[config.mk]
export PLATFORM = sky130hd
export DESIGN_NAME = mem_wb_skid_stage
export DESIGN_NICKNAME = d
export VERILOG_FILES = /design/src/rtl/mem_wb_skid_stage.sv
export SDC_FILE = /design/constraint.sdc
export NUM_CORES = 1
export LEC_CHECK = 0
export BUFFER_PORTS_ARGS = -buffer_cell sky130_fd_sc_hd__clkbuf_2
export CORE_UTILIZATION = 48
export CTS_CLUSTER_SIZE = 25
export DETAILED_ROUTE_END_ITERATION = 8
export GPL_ROUTABILITY_DRIVEN = 0
export PLACE_DENSITY = 0.8
export SYNTH_ARGS = -nofsm -noshare
export SYNTH_HDL_FRONTEND = slang
export SYNTH_SLANG_ARGS = --single-unit
export TNS_END_PERCENT = 30
[constraint.sdc]
create_clock -name clk -period 1.8 [get_ports clk]
set_input_delay 0.09 -clock clk [delete_from_list [all_inputs] [get_ports clk]]
set_output_delay 0.09 -clock clk [all_outputs]
set_load 0.02 [all_outputs]
[src/rtl/mem_wb_skid_stage.sv]
// MEM->WB two-entry skid stage: valid/ready handshake, flush bubble, falling-edge state.
// Optional backpressure counter enabled by defining PIPE_STAGE_PERF_EN.
module mem_wb_skid_stage #(
    parameter int DATA_W   = 32,
    parameter int NUM_DATA = 3,
    parameter int CTRL_W   = 2,
    parameter int REG_W    = 5
) (
    input  logic                       clk,
    input  logic                       reset,
    input  logic                       flush,
    input  logic                       in_valid,
    output logic                       in_ready,
    input  logic [CTRL_W-1:0]          in_ctrl,
    input  logic [REG_W-1:0]           in_wreg,
    input  logic [NUM_DATA*DATA_W-1:0] in_data,
    output logic                       out_valid,
    input  logic                       out_ready,
    output logic [CTRL_W-1:0]          out_ctrl,
    output logic [REG_W-1:0]           out_wreg,
    output logic [NUM_DATA*DATA_W-1:0] out_data,
    output logic [1:0]                 occupancy
`ifdef PIPE_STAGE_PERF_EN
    ,
    output logic [15:0]                perf_bp_cnt
`endif
);

    localparam int PW = NUM_DATA * DATA_W;

    typedef enum logic [1:0] {
        EMPTY = 2'd0,
        ONE   = 2'd1,
        FULL  = 2'd2
    } state_t;

    state_t state, state_nxt;

    logic [CTRL_W-1:0] main_ctrl, skid_ctrl;
    logic [REG_W-1:0]  main_wreg, skid_wreg;
    logic [PW-1:0]     main_data, skid_data;

    logic in_xfer, out_xfer;
    logic load_main, main_from_skid, load_skid;

    assign in_xfer  = in_valid & in_ready;
    assign out_xfer = out_valid & out_ready;

    always_ff @(negedge clk or negedge reset) begin
        if (!reset) begin
            state <= EMPTY;
        end else begin
            state <= state_nxt;
        end
    end

    always_comb begin
        state_nxt      = state;
        load_main      = 1'b0;
        main_from_skid = 1'b0;
        load_skid      = 1'b0;
        if (flush) begin
            state_nxt = EMPTY;
        end else begin
            case (state)
                EMPTY: begin
                    if (in_xfer) begin
                        load_main = 1'b1;
                        state_nxt = ONE;
                    end
                end
                ONE: begin
                    if (in_xfer && out_xfer) begin
                        load_main = 1'b1;
                    end else if (in_xfer) begin
                        load_skid = 1'b1;
                        state_nxt = FULL;
                    end else if (out_xfer) begin
                        state_nxt = EMPTY;
                    end
                end
                FULL: begin
                    if (out_xfer) begin
                        main_from_skid = 1'b1;
                        state_nxt      = ONE;
                    end
                end
                default: state_nxt = EMPTY;
            endcase
        end
    end

    // ready comes only from registered state, flush and reset, never out_ready
    always_comb begin
        in_ready  = (state != FULL) & ~flush & reset;
        out_valid = (state != EMPTY);
        occupancy = state;
        out_ctrl  = out_valid ? main_ctrl : '0;
        out_wreg  = main_wreg;
        out_data  = main_data;
    end

    always_ff @(negedge clk or negedge reset) begin
        if (!reset) begin
            main_ctrl <= '0;
            main_wreg <= '0;
            main_data <= '0;
            skid_ctrl <= '0;
            skid_wreg <= '0;
            skid_data <= '0;
        end else begin
            if (flush) begin
                main_ctrl <= '0;
            end else if (load_main) begin
                main_ctrl <= in_ctrl;
                main_wreg <= in_wreg;
                main_data <= in_data;
            end else if (main_from_skid) begin
                main_ctrl <= skid_ctrl;
                main_wreg <= skid_wreg;
                main_data <= skid_data;
            end
            if (load_skid) begin
                skid_ctrl <= in_ctrl;
                skid_wreg <= in_wreg;
                skid_data <= in_data;
            end
        end
    end

`ifdef PIPE_STAGE_PERF_EN
    // saturating; flush deliberately leaves it alone
    always_ff @(negedge clk or negedge reset) begin
        if (!reset) begin
            perf_bp_cnt <= '0;
        end else if (out_valid && !out_ready && perf_bp_cnt != 16'hFFFF) begin
            perf_bp_cnt <= perf_bp_cnt + 16'd1;
        end
    end
`endif

endmodule

**Word-level counts from Yosys, hierarchy flattened**

Cells that the tools add are included.

- Eq/ne operators: 7
- Muxes and demuxes: 25
- Bitwise gates (word level): 5
- Reductions and logical operators: 7

Operators by type and width:

| cell | number |
|---|---|
| two-way mux 96 bit | 2 |
| two-way mux 2 bit | 10 |
| two-way mux 5 bit | 2 |
| two-way mux 1 bit | 9 |
| != test 3 bit (second input constant) | 3 |
| one-hot mux 2 bit (3 select lines) | 1 |
| AND 1 bit | 4 |
| != test 4 bit (second input constant) | 1 |
| AND reduction 4 bit | 1 |
| nonzero test 2 bit | 2 |
| nonzero test 3 bit | 1 |
| == test 2 x 1 -> 1 bit (second input constant) | 1 |
| == test 2 bit (second input constant) | 1 |
| logical NOT 2 bit | 1 |
| != test 2 bit (second input constant) | 1 |
| one-hot mux 1 bit (2 select lines) | 1 |
| AND reduction 2 bit | 1 |
| logical AND 1 bit | 1 |
| NOT 1 bit | 1 |

- Bits in registers: 208
- Input port bits: 108
- Output and inout bits: 107
- Logic and storage cells: 51

**Depth between registers and ports, before layout**

- Depth after elaboration: 10
- Depth in mapped cells: 7
- Mapped depth without buffers: 4

==> flow_summary_export.csv <==
group,metric,value,unit
power_and_ir_drop,power.ir.vdd_worst,0.00113,V
power_and_ir_drop,cellLeakagePower,6.23,nW
critical_path,crit_start,"occupancy[0]",
synth,synth_warnings,0,
run_status,run_status,"finished with violations",
cts,cts_buffers,23,
sta,setup_viol_count_final,311,
synth,mappedNetlistArea,8830,um2
cts,numClockSinks,208,
critical_path,crit_cells,3,
critical_path,cp.buffers_inverters,1,
power_and_ir_drop,p_per_area,1120,nW/um2
sta,setup_ws,-0.601,ns
critical_path,rr_startpoint,"occupancy[0]",
critical_path,crit_path_max_incr_delay,0.36,ns
synth,yosys.area_share.simple,5.64,%
cells_and_area,layout-area-overhead-vs-synth,54.5,%
synth,synth.distinct_cells,24,
critical_path,reg2reg_depth,7,
synth,synthCells,685,
sta,slew_headroom,51.2,%
synth,dominantRegCellSynth,"sky130_fd_sc_hd__dfrtn_1",
routing,post_drt_wl_per_cell,21.2,um
sta,report.final.slew_viol_count,0,
sta,grt_setup_unrepaired,"yes",
critical_path,slowest_cell_on_the_critical_path,"sky130_fd_sc_hd__dfrtn_1",
synth,ys_async_sr_fraction,100,%
synth,syn-num-nets,793,
cts,clockBufferDepth,3,
die,area_of_the_die,18900,um2
routing,detail-route-antenna-nets,0,
routing,drt_iter0_markers,265,
cells_and_area,num_antenna_cells,0,
die,num_io_pins,215,
synth,synth.ff_latch_count,208,
run_status,violated_checks,"setup timing",
synth,synth-edff-count,0,
die,placement_row_count,49,
cts,h-tree-depth,1,
power_and_ir_drop,design_power_total,15.2,mW
die,initial_standard_cell_utilization_of_the_core,49.0,%
cells_and_area,final.fill_count,1034,
critical_path,critical_path.endpoint_type,"output pin",
routing,route.detailed.drc,0,
grt,grt_pass1_vias,6546,
synth,post_synth_fa_ha_maj_area_fraction,0,%
grt,grt_start_max_net_pins,95,
critical_path,data_arrival_time_of_the_critical_path,2.31,ns
critical_path,cp-start-kind,"register",
sta,final-hold-violation-count,0,
grt,grt.total_usage,22.0,%
sta,worst-slew-pin-transition,0.732,ns
critical_path,r2r_setup_slack,-0.18,ns
cells_and_area,finish.net_count,1107,
hold_path,hp-class,"register to register",
synth,post_synth_mux_area_share,25.3,%
grt,antenna_found_initial,0,
cells_and_area,layout-drive-gt1-share,58.2,%
job,max_cap_viol_count,0,
die,floorplan_core_area,18000,um2
critical_path,rr_endpoint,"out_data[35]",
grt,globalRouteOverflowTotal,0,
sta,finalHoldWorstSlack,0.453,ns
grt,grt_pass1_wl,32500,um
routing,drt_pass1_iterations,4,
sta,final.setup_skew,0.00567,ns
cts,hold_buffers,0,
cts,clock_tree.root_cell,"sky130_fd_sc_hd__clkbuf_16",
synth,fraction_of_the_mapped_netlist_area_in_compound_gates,6.39,%
critical_path,worst_setup_path_endpoint,"out_ctrl[0]",
critical_path,crit_path_cell_trace,"or2_4, and2_4, buf_8",
hold_path,hold_start,"skid_data[20]",
critical_path,crit_type,"register to output pin",
placed_design,port-buffer-count,214,
cts,clock_latency,0.51,ns
synth,synth-seq-area-share,58.9,%
placed_design,place_hpwl,13000,um
cts,cts_tree,"done",
critical_path,worstPathMaxFanout,3,
routing,via_count,6732,
die,die_y,138,um
routing,post_drt_via_cell_ratio,5.41,
synth,synth_top_family_by_area,"multiplexers",
sta,tns,-54.36,ns
critical_path,worstPathRequired,1.71,ns
synth,syn_area_per_cell,12.9,um2
die,floorplan.die.width,138,um
routing,drt_wl_total,26400,um
critical_path,cp_top_family,"simple AND/OR/NAND/NOR gates",
cts,clkTransAtPathRegs,0.04,ns
synth,synth_xor_xnor_area_share,0,%
## cells in the final DEF (no fill, tap or decap), types with 2 or more instances in the layout
master,synthesis,final
sky130_fd_sc_hd__nor2_1,98,37
sky130_fd_sc_hd__clkbuf_1,5,4
sky130_fd_sc_hd__a21oi_1,92,75
sky130_fd_sc_hd__buf_8,0,15
sky130_fd_sc_hd__nor2_4,0,23
sky130_fd_sc_hd__buf_12,0,22
sky130_fd_sc_hd__clkbuf_8,0,102
sky130_fd_sc_hd__buf_6,18,11
sky130_fd_sc_hd__clkbuf_16,0,36
sky130_fd_sc_hd__buf_4,1,71
sky130_fd_sc_hd__buf_16,0,2
sky130_fd_sc_hd__mux2i_1,104,95
sky130_fd_sc_hd__mux2_2,103,88
sky130_fd_sc_hd__nor2b_4,0,2
sky130_fd_sc_hd__or4b_4,0,3
sky130_fd_sc_hd__mux2i_4,0,6
sky130_fd_sc_hd__nor2_2,8,46
sky130_fd_sc_hd__clkbuf_2,0,105
sky130_fd_sc_hd__dfrtn_1,208,208
sky130_fd_sc_hd__mux2_4,2,17
sky130_fd_sc_hd__and2_4,0,2
sky130_fd_sc_hd__bufinv_16,0,2
sky130_fd_sc_hd__a21oi_2,10,27
sky130_fd_sc_hd__mux2i_2,0,3
sky130_fd_sc_hd__clkinvlp_4,0,2
## state kept, by name (all words and copies together) (netlist names)
signal,count
out_data,96
skid_data,96
out_wreg,5
skid_wreg,5
main_ctrl,2
occupancy,2
skid_ctrl,2
## timing repair
item / 4_1_cts / 5_1_grt
gates resized for setup: 214 / 146
endpoints found under the setup margin: 311 / 405
buffers inserted: 28 / 29
gates cloned: 0 / 19
pin swaps: 7 / 8
## per-layer routing
layer	part of all wire (%)	vias to the layer above	GRT usage, %
met5	0	-	0
met4	3.9	0	7.75
met3	7.0	70	5.89
met2	52	227	39.2
met1	38	3406	25.2
li1	-	3029	-
## worst min path at each step
stage	endpoint	depth (start not counted)	slack, ns
floorplan	in_ready	2	0.31
global placement	skid_data[39]	1	0.45
detailed placement	skid_data[3]	1	0.45
CTS	skid_data[45]	1	0.45
global route	skid_data[37]	1	0.47
finish	skid_data[20]	1	0.45
## final cells by class
| cell class | instances | area, um2 | area share [%] |
|---|---|---|---|
| flip-flops and latches | 208 | 5200 | 38.1 |
| multi-input cells | 433 | 3850 | 28.2 |
| repair buffers | 333 | 3520 | 25.8 |
| clock inverters | 6 | 88.8 | 0.651 |
| well taps | 229 | 287 | 2.10 |
| clock buffers | 35 | 701 | 5.13 |
## cells by family after synthesis
family / count (synthesis)
and+or+nand+nor: 118
muxes: 209
DFF: 208
AOI/OAI and AO/OA: 104
buffers and inverters: 46
## through the flow
| stage | util (%) | instances | setup WS [ns] | area (um2) |
|---|---|---|---|---|
| global route | 75.7 | 1244 | -0.647 | 13700 |
| CTS | 69.6 | 1197 | -0.628 | 12500 |
| detailed placement | 58.8 | 1128 | -0.653 | 10600 |
| floorplan | - | 685 | -0.513 | 8990 |
| global placement | 58.8 | 1128 | -0.659 | 10600 |
| finish | 75.7 | 1244 | -0.601 | 13700 |
## where the power goes
part | switching [mW] | leakage (nW) | total, mW | internal [mW]
Combinational | 1.75 | 3.33 | 4.03 | 2.27
Clock | 1.90 | 0.383 | 4.87 | 2.97
Sequential | 0.656 | 2.52 | 6.34 | 5.69
## Yosys cell counts, drive strengths merged, types with 2 or more instances
| master | number | area [um2] |
|---|---|---|
| mux2i | 104 | 1040 |
| dfrtn | 208 | 5200 |
| clkbuf | 5 | 18.8 |
| a21oi | 102 | 548 |
| nor2b | 2 | 12.5 |
| mux2 | 105 | 1190 |
| nand2 | 2 | 7.51 |
| nor2 | 106 | 418 |
| buf | 41 | 317 |
| and2 | 2 | 12.5 |
Power figures use the tool's default switching activity.
